==> src/rtl/popcount_pkg.sv <==
// Shared constants and helpers for the popcount stream block.
// Nibble-count width, clog2 and result-width derivation.
package popcount_pkg;

  localparam int NIB_W = 3;

  function automatic int clog2(input int v);
    int r;
    int x;
    r = 0;
    x = v - 1;
    while (x > 0) begin
      r = r + 1;
      x = x >> 1;
    end
    return r;
  endfunction

  // Bits needed to hold a count of 0..width set bits.
  function automatic int cw_of(input int width);
    return clog2(width + 1);
  endfunction

  function automatic logic [NIB_W-1:0] nib_pop(input logic [3:0] v);
    return NIB_W'(v[0]) + NIB_W'(v[1]) + NIB_W'(v[2]) + NIB_W'(v[3]);
  endfunction

endpackage

==> src/rtl/popcount_tree.sv <==
// Combinational sum of per-nibble counts.
// Exact result, CW bits wide.
module popcount_tree
  import popcount_pkg::*;
#(
  parameter int N = 4
) (
  input  logic [N-1:0][NIB_W-1:0] nib_i,
  output logic [cw_of(4*N)-1:0]   sum_o
);

  localparam int CW = cw_of(4 * N);

  // Add all nibble counts together.
  always_comb begin
    sum_o = '0;
    for (int i = 0; i < N; i++) begin
      sum_o = sum_o + CW'(nib_i[i]);
    end
  end

endmodule

==> src/rtl/popcount_stream.sv <==
// Two-stage streaming popcount with saturating packet accumulation.
// Stage 1 counts nibbles, stage 2 sums and accumulates.
module popcount_stream
  import popcount_pkg::*;
#(
  parameter int WIDTH = 16,
  parameter int ACC_W = 16
) (
  input  logic             clk,
  input  logic             rst,
  input  logic             in_valid,
  output logic             in_ready,
  input  logic [WIDTH-1:0] in_data,
  input  logic             in_acc,
  input  logic             in_last,
  output logic             out_valid,
  input  logic             out_ready,
  output logic [ACC_W-1:0] out_count,
  output logic             out_ovf
);

  localparam int N  = WIDTH / 4;
  localparam int CW = cw_of(WIDTH);

  if ((WIDTH % 4) != 0 || WIDTH < 4 || WIDTH > 256 || ACC_W < CW) begin : g_bad_cfg
    $error("popcount_stream: illegal WIDTH/ACC_W");
  end

  logic                   adv;
  logic [N-1:0][NIB_W-1:0] nib;
  logic [CW-1:0]           sum;
  logic [ACC_W:0]          sum_ext;
  logic                    sat;
  logic [ACC_W-1:0]        acc_sat;

  logic                    s1_valid_q, s1_valid_d;
  logic [N-1:0][NIB_W-1:0] s1_nib_q, s1_nib_d;
  logic                    s1_acc_q, s1_acc_d;
  logic                    s1_last_q, s1_last_d;
  logic                    out_valid_q, out_valid_d;
  logic [ACC_W-1:0]        out_count_q, out_count_d;
  logic                    out_ovf_q, out_ovf_d;
  logic [ACC_W-1:0]        acc_q, acc_d;
  logic                    ovf_q, ovf_d;

  assign adv       = !out_valid_q || out_ready;
  assign in_ready  = adv;
  assign out_valid = out_valid_q;
  assign out_count = out_count_q;
  assign out_ovf   = out_ovf_q;

  // Per-nibble counts of the incoming word.
  always_comb begin
    nib = '0;
    for (int i = 0; i < N; i++) begin
      nib[i] = nib_pop(in_data[4*i +: 4]);
    end
  end

  popcount_tree #(.N(N)) u_tree (
    .nib_i(s1_nib_q),
    .sum_o(sum)
  );

  // Saturating add of this beat into the running packet sum.
  always_comb begin
    sum_ext = {1'b0, acc_q} + (ACC_W+1)'(sum);
    sat     = sum_ext[ACC_W];
    acc_sat = sat ? '1 : sum_ext[ACC_W-1:0];
  end

  // Stage 1 load: everything holds while the output is stalled.
  always_comb begin
    s1_valid_d = s1_valid_q;
    s1_nib_d   = s1_nib_q;
    s1_acc_d   = s1_acc_q;
    s1_last_d  = s1_last_q;
    if (adv) begin
      s1_valid_d = in_valid;
      s1_nib_d   = nib;
      s1_acc_d   = in_acc;
      s1_last_d  = in_last;
    end
  end

  // Stage 2: emit single counts, accumulate or close a packet.
  always_comb begin
    out_valid_d = out_valid_q;
    out_count_d = out_count_q;
    out_ovf_d   = out_ovf_q;
    acc_d       = acc_q;
    ovf_d       = ovf_q;
    if (adv) begin
      out_valid_d = 1'b0;
      if (s1_valid_q) begin
        unique case (1'b1)
          (s1_acc_q && s1_last_q): begin
            out_valid_d = 1'b1;
            out_count_d = acc_sat;
            out_ovf_d   = ovf_q || sat;
            acc_d       = '0;
            ovf_d       = 1'b0;
          end
          (s1_acc_q && !s1_last_q): begin
            acc_d = acc_sat;
            ovf_d = ovf_q || sat;
          end
          default: begin
            out_valid_d = 1'b1;
            out_count_d = ACC_W'(sum);
            out_ovf_d   = 1'b0;
          end
        endcase
      end
    end
  end

  // Pipeline and accumulator state.
  always_ff @(posedge clk or posedge rst) begin
    if (rst) begin
      s1_valid_q  <= 1'b0;
      s1_nib_q    <= '0;
      s1_acc_q    <= 1'b0;
      s1_last_q   <= 1'b0;
      out_valid_q <= 1'b0;
      out_count_q <= '0;
      out_ovf_q   <= 1'b0;
      acc_q       <= '0;
      ovf_q       <= 1'b0;
    end else begin
      s1_valid_q  <= s1_valid_d;
      s1_nib_q    <= s1_nib_d;
      s1_acc_q    <= s1_acc_d;
      s1_last_q   <= s1_last_d;
      out_valid_q <= out_valid_d;
      out_count_q <= out_count_d;
      out_ovf_q   <= out_ovf_d;
      acc_q       <= acc_d;
      ovf_q       <= ovf_d;
    end
  end

endmodule

==> config.mk <==
export PLATFORM = sky130hd
export DESIGN_NAME = popcount_stream
export DESIGN_NICKNAME = d
export VERILOG_FILES = /design/src/rtl/popcount_pkg.sv /design/src/rtl/popcount_tree.sv /design/src/rtl/popcount_stream.sv
export SDC_FILE = /design/constraint.sdc
export NUM_CORES = 1
export LEC_CHECK = 0
export ABC_AREA = 0
export CORE_MARGIN = 4
export CORE_UTILIZATION = 50
export DETAILED_ROUTE_END_ITERATION = 8
export GPL_ROUTABILITY_DRIVEN = 0
export PLACE_DENSITY = 0.86
export SYNTH_ARGS = -nofsm -noshare
export SYNTH_HDL_FRONTEND = slang
export SYNTH_SLANG_ARGS = --single-unit
==> constraint.sdc <==
create_clock -name clk -period 5.5 [get_ports clk]
set_clock_uncertainty 0.15 [all_clocks]
set_input_delay 1.65 -clock clk [delete_from_list [all_inputs] [get_ports clk]]
set_output_delay 1.65 -clock clk [all_outputs]
set_load 0.1 [all_outputs]
; ---- Word level (Yosys, flattened, before mapping)
; Index checks and enable logic that the tools add are counted.
[word_totals]
register_bits = 50
word_cells = 45
in_bits = 22
output_inout_bits = 19
[classes]
addsub = 16
n_mux = 7
n_bitwise = 1
n_reduce_logical = 9
[op_table]
columns = operator, count
row1 = 16-bit case mux with 2 select lines, 2
row2 = 16-bit by 5-bit adder with 17-bit output, 1
row3 = 16-bit two-way mux, 1
row4 = 2-bit by 1-bit adder with 3-bit output, 4
row5 = 3-bit by 1-bit adder with 3-bit output, 4
row6 = 5-bit by 3-bit adder with 5-bit output, 2
row7 = 1-bit by 1-bit adder with 2-bit output, 4
row8 = 3-bit AND reduction, 2
row9 = 3-bit by 3-bit adder with 4-bit output, 1
row10 = 1-bit case mux with 2 select lines, 2
row11 = 1-bit logical AND, 2
row12 = 1-bit logical NOT, 2
row13 = 1-bit logical OR, 2
row14 = 1-bit two-way mux, 2
row15 = 2-bit nonzero test, 1
row16 = 1-bit inverter, 1

; ---- Longest topological paths before layout
; Gate-level depths: netlist of the first run.
[depth]
depth_word = 6
ltp_mapped = 16
ltp_nobuf = 15

; ---- Cells and area by module
; From an unflattened synthesis of the first run, not the netlist that was laid out.
[hier_totals]
hier_cells = 345
area_unflattened_um2 = 3054.2
[modules_own_cells]
columns = mod, cells_per_inst, seq_area_each_um2, n_inst, area_per_inst_um2
row1 = popcount_stream, 318, 1251.2, 1, 2803.9
row2 = popcount_tree, 27, 0.0, 1, 250.2

; ---- Worst setup path before layout of the first run
; No wires, ideal clock.
[synth_timing]
path_kind = input -> output
start = input out_ready
end = output in_ready
required_time_ns = 3.700
arrival_time_ns = 2.928
setup_slack_ns = 0.772
cell_stages = 3
path_buffers = 2
path_cell_list = nand2b_1 -> buf_2 -> clkbuf_1
[synth_via]
elab_chain_len = 1
[synth_lines]
columns = element, line_no
row1 = "start, declared", popcount_stream.sv:17  ; input logic out_ready,
row2 = 1-bit logical OR, popcount_stream.sv:46  ; assign adv = !out_valid_q || out_ready;
row3 = "end, declared", popcount_stream.sv:12  ; output logic in_ready,
; Every way passes these cells.

; ---- Worst setup path in the final report of the first run
[layout_timing]
start = register s1_nib_q[0] in the netlist's numbering
end = register out_count_q[2] (netlist: out_count[2])
[layout_via]
elab_chain_len = 6
[layout_lines]
columns = element, line_no
row1 = "start, declared", popcount_stream.sv:37  ; logic [N-1:0][NIB_W-1:0] s1_nib_q, s1_nib_d;
row2 = "start signal, assigned", popcount_stream.sv:132  ; s1_nib_q <= s1_nib_d;
row3 = 3-bit by 3-bit adder with 4-bit output (*), popcount_tree.sv:18  ; sum_o = sum_o + CW'(nib_i[i]);
row4 = 5-bit by 3-bit adder with 5-bit output (*) (2 in a row), popcount_tree.sv:18
row5 = 16-bit by 5-bit adder with 17-bit output, popcount_stream.sv:67  ; sum_ext = {1'b0, acc_q} + (ACC_W+1)'(sum);
row6 = 16-bit two-way mux, popcount_stream.sv:69  ; acc_sat = sat ? '1 : sum_ext[ACC_W-1:0];
row7 = 16-bit case mux with 2 select lines (*), popcount_stream.sv:96  ; unique case (1'b1)
row8 = "end signal, assigned", popcount_stream.sv:136  ; out_count_q <= out_count_d;
row9 = "end, declared", popcount_stream.sv:41  ; logic [ACC_W-1:0] out_count_q, out_count_d;
; Every way passes the cells marked *; elsewhere a longest branch is shown, timed or not.
; A chain may end at the register's enable or synchronous reset.

==> results of run 1 <==
-- sequential cells by signal, summed over array words and instances, names as in the netlist --
register,count
acc_q,16
out_count,16
s1_nib_q,12
out_ovf,1
out_valid,1
ovf_q,1
s1_acc_q,1
s1_last_q,1
s1_valid_q,1
-- power groups by stage --
stage | Clock, mW | Sequential (mW) | Combinational (mW)
4_1_cts | 0.268 | 0.475 | 0.877
3_5_place_dp | 0 | 0.481 | 0.869
2_1_floorplan | 0 | 0.617 | 0.522
6_report | 0.262 | 0.475 | 0.875
5_1_grt | 0.281 | 0.483 | 0.977
3_3_place_gp | 0 | 0.477 | 0.836
-- final cells by class --
| class | count | area [um^2] | share of cell area [%] |
|---|---|---|---|
| multi-input cells | 211 | 1570 | 43.6 |
| flip-flops and latches | 50 | 1250 | 34.6 |
| repair buffers | 43 | 433 | 12.0 |
| inverters | 39 | 146 | 4.05 |
| well taps | 75 | 93.8 | 2.60 |
| clock buffers | 5 | 68.8 | 1.91 |
| clock inverters | 3 | 45.0 | 1.25 |
-- worst max path at each step --
stage	slack [ps]	depth (start not counted)	end	start
2_1_floorplan	770	3	in_ready	out_ready
3_3_place_gp	1180	14	acc_q[6]	s1_nib_q[0]
3_5_place_dp	1000	14	acc_q[6]	s1_nib_q[0]
4_1_cts	990	15	out_count[2]	s1_nib_q[0]
5_1_grt	660	15	acc_q[6]	s1_nib_q[0]
6_report	970	14	out_count[2]	s1_nib_q[0]
-- synthesized netlist by cell type (7+ instances only) --
cell,count,area [um^2]
xor2_1,7,61.3
fa_1,10,200
o21ai_0,22,110
inv_1,39,146
ha_1,19,238
a21oi_1,21,105
nor3_1,8,40.0
nand3_1,7,35.0
dfrtp_1,50,1250
clkbuf_1,8,30.0
a221o_1,7,70.1
nor2_1,8,30.0
nand2_1,36,135
mux2_2,8,90.1
-- layout by cell type (no fill, tap or decap), drive strengths merged, types with 5 or more instances in the layout --
master         instances
nor2                   8
clkdlybuf4s50         39
o21ai                 23
nand3                  7
xor2                   7
fa                    10
mux2                   8
a221o                  7
and4                   6
clkbuf                 5
xnor2                  6
nand4                  5
inv                   39
nor3                  10
dfrtp                 50
nand2                 37
ha                    19
a21oi                 21
-- per-stage QoR --
step / instances / hold slack (ps) / worst slack [ps] / total power [mW] / instance area, um^2
5_1_grt: 426 / 364 / 658 / 1.74 / 3610
3_5_place_dp: 418 / 314 / 1000 / 1.35 / 3500
3_3_place_gp: 418 / 303 / 1180 / 1.31 / 3500
2_1_floorplan: 315 / 295 / 772 / 1.14 / 3040
4_1_cts: 426 / 336 / 988 / 1.62 / 3610
6_report: 426 / 327 / 966 / 1.61 / 3610
-- kinds of logic after synthesis --
kind of cell	share of synthesized area (%)
multiplexers	2.97
adder cells (fa/ha/maj)	14.4
flip-flops	41.2
XOR/XNOR	3.75
AO/OA/AOI/OAI	16.2
buffers and inverters	7.00
AND/OR/NAND/NOR	14.5
-- routing by layer --
metal / vias up / wire length, um
li1: 1158 / -
met4: 0 / 103
met2: 72 / 3050
met1: 1135 / 2690
met5: - / 0
met3: 10 / 376
-- critical path: stages (launching register included) --
cell and delay, ps:
dfrtp_1 390, ha_1 230, fa_1 490, inv_1 50, fa_1 470, inv_1 40
ha_1 210, fa_1 380, xor2_1 180, ha_1 390, nand2_1 100, o21a_2 270
nor3_2 660, nor3_1 140, o31ai_1 290
==> qor_table.md, run 1 <==
| Quantity | Reported |
|---|---|
| Critical R2R Capture | out_count[2] |
| Final core utilization | 61.0% |
| Area of the die | 7390 um^2 |
| Reg2Reg Launch Point | s1_nib_q[0] |
| Final cycle utilization of the critical path | 82.4% |
| Mean cell area of the mapped netlist | 9.64 um^2 |
| Number of global-route vias before repair | 2,350 |
| Share of synthesized flip-flops with an asynchronous set or reset | 100% |
| Max-cap violation count | 0 |
| Net switching share of the total power | 45.5% |
| CTS resizes | 0 |
| Hpwl dp | 4660 um |
| Post-synth EDFFs | 0 |
| Crit path required time | 5560 ps |
| Number of antenna-violating nets in the routed design | 0 |
| Total internal power | 0.877 mW |
| CTS tree | built |
| Fraction of layout cells with a size suffix above 1 | 8.26% |
| Most utilized layer in the global route result | met2 |
| Detailed-router iteration count before antenna repair | 4 |
| Total wirelength of the detailed-routed design | 6220 um |
| Worst setup slack for register-to-register paths | 970 ps |
| Number of H-tree branching levels | 2 |
| Number of fill cells | 486 |
| Number of antenna violations at the first check in global routing | 0 |
| Number of flip-flops and latches in the synthesized netlist | 50 |
| Worst Path Max Fanout | 14 |
| Reg power frac | 29.5% |
| Final hold violation count | 0 |
| PD cells | 446 nW/um^2 |
| Category of the most critical setup path | flip-flop to flip-flop |
| Number of buffers inserted during clock tree synthesis | 5 |
| Crit path launch type | flip-flop |
| Total negative slack for setup checks | 0 ps |
| Hold buffer count at cts | 0 |
| Pin count of the biggest net entering global routing | 51 |
| Wire length per cell after detailed routing | 14.6 um |
| Number of warnings issued by yosys | 0 |
| Met1 demand-to-capacity share in global routing | 23.5% |
| Clk Tree Root Cell | clkbuf_8 |
| Vertical extent of the die | 85.9 um |
| Cells on worst reg2reg path | 14 |
| Static Leak | 1.75 nW |
| Headroom to the max-slew limit | 33.1% |
| Post-synthesis cell count | 315 |
| HP Class | flip-flop to flip-flop |
| Clock latency reported for the late side of the worst-skew pair | 310 ps |
| Post-synthesis instance area | 3040 um^2 |
| Overflow left after global routing | 0 |
| Area of the core | 5920 um^2 |
| Netlist cell types | 45 |
| All-Layer GR Usage | 18.0% |
| Die outline width | 85.9 um |
| Number of buffers added for setup after CTS | 0 |
| Placement Rows | 28 |
| Starting density of the core | 51.3% |
| Clock network fraction of total power | 16.3% |
| CP endpoint kind | flip-flop |
| Area Growth Syn to Fin | 18.9% |
| Avg Vias per Cell | 5.58 |
| Maximum ir drop on the vdd rail | 0.367 mV |
| Sw power | 0.733 mW |
| Number of setup violations in the final report | 0 |
| IO Count | 41 |
| Origin of the worst min-delay path | out_ovf |
| Combinational Power Share | 54.3% |
| Met3 capacity usage during global routing | 2.50% |
| Number of vias in the routed layout | 2,375 |
| Count of input and output buffers | 40 |
| Minimum clock period after layout | 4530 ps |
| Drt first-iter violations | 148 |
| Met2 Track Usage GR | 30.8% |
| Hold path endpoint | out_ovf |
| Number of max-slew violations in the final report | 0 |
| Clk buf depth | 2 |
| Number of instances on the worst hold path | 2 |
| Fmax | 0.221 GHz |
| Post-CTS clock slew at the launch and capture registers of the worst setup and hold paths | 100 ps |
| Number of sinks driven by the clock tree | 50 |
| Status | finished clean |
| RSZ-0062 raised after global routing | false |
| Tightest Pin Transition | 1000 ps |
| Total inserted antenna cells | 0 |
| Post-Syn Nets | 366 |
| Final net count | 401 |
| Main flop type after synthesis | dfrtp_1 |
| DRC Markers | 0 |
| Worst Path Arrival | 4590 ps |
| Sequential cell area fraction in the yosys report | 41.2% |
| First-pass GRT wire length | 10,700 um |
Power figures use the tool's default switching activity.
==> run 2, diff against run 1 <==
--- a/config.mk
+++ b/config.mk
@@ -10,7 +10,7 @@
 export CORE_UTILIZATION = 50
 export DETAILED_ROUTE_END_ITERATION = 8
 export GPL_ROUTABILITY_DRIVEN = 0
-export PLACE_DENSITY = 0.86
+export PLACE_DENSITY = 0.89
 export SYNTH_ARGS = -nofsm -noshare
 export SYNTH_HDL_FRONTEND = slang
 export SYNTH_SLANG_ARGS = --single-unit
==> constraint.sdc (replaced) <==
create_clock -name clk -period 4 [get_ports clk]
set_clock_uncertainty 0.15 [all_clocks]
set_input_delay 1.2 -clock clk [delete_from_list [all_inputs] [get_ports clk]]
set_output_delay 1.2 -clock clk [all_outputs]
set_load 0.1 [all_outputs]
==> run 2 against run 1 <==
The flow now finishes with violations (setup timing). Combinational power increased by 150%. Via count increased by 21%. Largest cell class unchanged. Cell count increased by 8.5%. Sequential share of layout area decreased by 5.0 points. Wire length increased by 53%. Die area unchanged.
==> qor_table.md, run 2 (synthesized netlist as in run 1, its figures left out) <==
| Quantity | Reported | vs previous |
|---|---|---|
| Status | finished with violations | was finished clean |
| Violations in the final reports | setup timing |  |
| Number of sinks driven by the clock tree | 50 | unchanged |
| Total inserted antenna cells | 0 | unchanged |
| Final net count | 437 | was 401 |
| Clock latency reported for the late side of the worst-skew pair | 320 ps | was 310 ps |
| Tightest Pin Transition | 577 ps | was 1000 ps |
| Combinational Power Share | 66.0% | was 54.3% |
| Crit-path leading delay family | adder cells | unchanged |
| Highest-count cells in the layout ignoring fill and taps | dfrtp_1, buf_4, nand2_1, inv_1, clkdlybuf4s50_1 | was dfrtp_1, clkdlybuf4s50_1, inv_1 |
| Cells on worst reg2reg path | 15 | was 14 |
| Die outline width | 85.9 um | unchanged |
| Crit path launch type | flip-flop | unchanged |
| Critical R2R Capture | out_count[15] | was out_count[2] |
| Launch point of the worst path | s1_nib_q[0] | unchanged |
| Max-cap violation count | 0 | unchanged |
| Cells after DPL | 435 | was 418 |
| Number of buffers inserted during clock tree synthesis | 5 | unchanged |
| CP endpoint kind | flip-flop | unchanged |
| Net switching share of the total power | 45.2% | was 45.5% |
| Reg power frac | 20.4% | was 29.5% |
| Worst Path Max Fanout | 5 | was 14 |
| Final cycle utilization of the critical path | 105% | was 82.4% |
| Number of setup violations in the final report | 17 | was 0 |
| Clock network fraction of total power | 13.6% | was 16.3% |
| Final hold violation count | 0 | unchanged |
| Total internal power | 1.81 mW | was 0.877 mW |
| Avg Vias per Cell | 6.22 | was 5.58 |
| Overflow left after global routing | 0 | unchanged |
| IO Count | 41 | unchanged |
| Area of the core | 5920 um^2 | unchanged |
| Headroom to the max-slew limit | 61.5% | was 33.1% |
| Number of antenna violations at the first check in global routing | 0 | unchanged |
| Reg2Reg Launch Point | s1_nib_q[0] | unchanged |
| Sw power | 1.49 mW | was 0.733 mW |
| Detailed-router iteration count before antenna repair | 6 | was 4 |
| Fraction of layout cells with a size suffix above 1 | 32.6% | was 8.26% |
| DRC Markers | 0 | unchanged |
| Stages on the worst setup path | 15 | was 14 |
| Worst Path Arrival | 4260 ps | was 4590 ps |
| Vertical extent of the die | 85.9 um | unchanged |
| Total wirelength of the detailed-routed design | 9530 um | was 6220 um |
| Starting density of the core | 51.3% | unchanged |
| Number of standard cells in the layout, taps in and fillers out | 462 | was 426 |
| CTS tree | built | unchanged |
| Endpoint of the worst setup timing path | out_count[15] | was out_count[2] |
| Drt first-iter violations | 379 | was 148 |
| Category of the most critical setup path | flip-flop to flip-flop | unchanged |
| HP Class | flip-flop to flip-flop | unchanged |
| First-pass GRT wire length | 13,700 um | was 10,700 um |
| Cell chain of the critical path | ha_2, fa_2, inv_2, fa_1, inv_2, ha_4, fa_2, xor2_4, ha_4, buf_6, nand4_1, buf_6, a211oi_4, xnor2_1, a221o_1 | was ha_1, fa_1, inv_1, fa_1, inv_1, ha_1, fa_1, xor2_1, ha_1, nand2_1, o21a_2, nor3_2, nor3_1, o31ai_1 |
| Pin count of the biggest net entering global routing | 28 | was 51 |
| Number of max-slew violations in the final report | 0 | unchanged |
| Post-DP Area | 3590 um^2 | was 3500 um^2 |
| Clk Tree Root Cell | clkbuf_8 | unchanged |
| Longest individual stage delay on the worst path | 530 ps | was 660 ps |
| Clk buf depth | 2 | unchanged |
| Hold slack | 329 ps | was 327 ps |
| Worst setup slack for register-to-register paths | -210 ps | was 970 ps |
| Count of input and output buffers | 40 | unchanged |
| Number of vias in the routed layout | 2,874 | was 2,375 |
| Area of the die | 7390 um^2 | unchanged |
| Fmax | 0.238 GHz | was 0.221 GHz |
| All-Layer GR Usage | 23.1% | was 18.0% |
| Area Growth Syn to Fin | 38.8% | was 18.9% |
| Final std cell area, no fill | 4220 um^2 | was 3610 um^2 |
| Crit path required time | 4060 ps | was 5560 ps |
| Post-CTS clock slew at the launch and capture registers of the worst setup and hold paths | 90 ps | was 100 ps |
| Maximum ir drop on the vdd rail | 0.607 mV | was 0.367 mV |
| Number of instances on the worst hold path | 2 | unchanged |
| Critical-path top delay cell | fa_2 | was nor3_2 |
| Number of global-route vias before repair | 2,820 | was 2,350 |
| RSZ-0062 raised after global routing | true | was false |
| Wire length per cell after detailed routing | 20.6 um | was 14.6 um |
| Number of antenna-violating nets in the routed design | 0 | unchanged |
| Static Leak | 2.08 nW | was 1.75 nW |
| PD cells | 781 nW/um^2 | was 446 nW/um^2 |
| Final core utilization | 71.2% | was 61.0% |
| Placement Rows | 28 | unchanged |
| Crit path setup slack, layout | -209 ps | was 966 ps |
| Hpwl dp | 5420 um | was 4660 um |
| Commonest non-fill, non-tap cell in the layout | dfrtp_1 | unchanged |
| Minimum clock period after layout | 4210 ps | was 4530 ps |
| Buffers plus inverters on the worst setup path | 4 | was 2 |
| Number of H-tree branching levels | 2 | unchanged |
run 2: final cells by class:
| class | instances | area, um^2 |
|---|---|---|
| multi-input combinational | 211 | 1900 |
| fill | 350 | 1710 |
| sequential | 50 | 1250 |
| timing repair buffer | 79 | 686 |
| inverter | 39 | 146 |
| tap | 75 | 93.8 |
| clock buffer | 6 | 82.6 |
| clock inverter | 2 | 60.1 |
run 2: worst min-delay path by stage:
stage | start | end | slack, ps
2_1_floorplan | acc_q[3] | acc_q[3] | 290
3_3_place_gp | out_ovf | out_ovf | 300
3_5_place_dp | out_ovf | out_ovf | 310
4_1_cts | out_ovf | out_ovf | 330
5_1_grt | out_ovf | out_ovf | 380
6_report | out_ovf | out_ovf | 330
run 2: per-stage QoR:
step	power (mW)	setup TNS, ps	setup slack (ps)
after floorplan	1.57	0	26.4
after global placement	1.88	-557	-74.4
after detailed placement	1.98	-4820	-273
after CTS	2.66	-414	-81.2
after global routing	3.40	-2170	-241
final	3.29	-1630	-209
run 2: worst min-delay path, cell delays in order (launching register included):
cell and delay [ps]:
dfrtp_1 360, nand2_1 50, nand2_1 50
run 2: power groups by stage:
stage,logic [mW],registers (mW),clock network [mW]
global route,2.25,0.678,0.468
detailed placement,1.32,0.661,0
global placement,1.23,0.656,0
floorplan,0.724,0.849,0
finish,2.18,0.671,0.447
CTS,1.56,0.656,0.442
run 2: repair_timing:
action,4_1_cts,5_1_grt
gates resized for setup,27,44
setup buffers,6,12
endpoints found under the setup margin,30,33
pin swaps,14,31
cloned,0,1
hold buffers,0,0
run 2: layer usage:
metal  GRT usage, %  wire length [um]  vias up
met5              0                 0        -
met4           7.91               260        0
met3           3.75               856       36
met2           40.7              4630      219
met1           28.4              3780     1391
li1               -                 -     1228
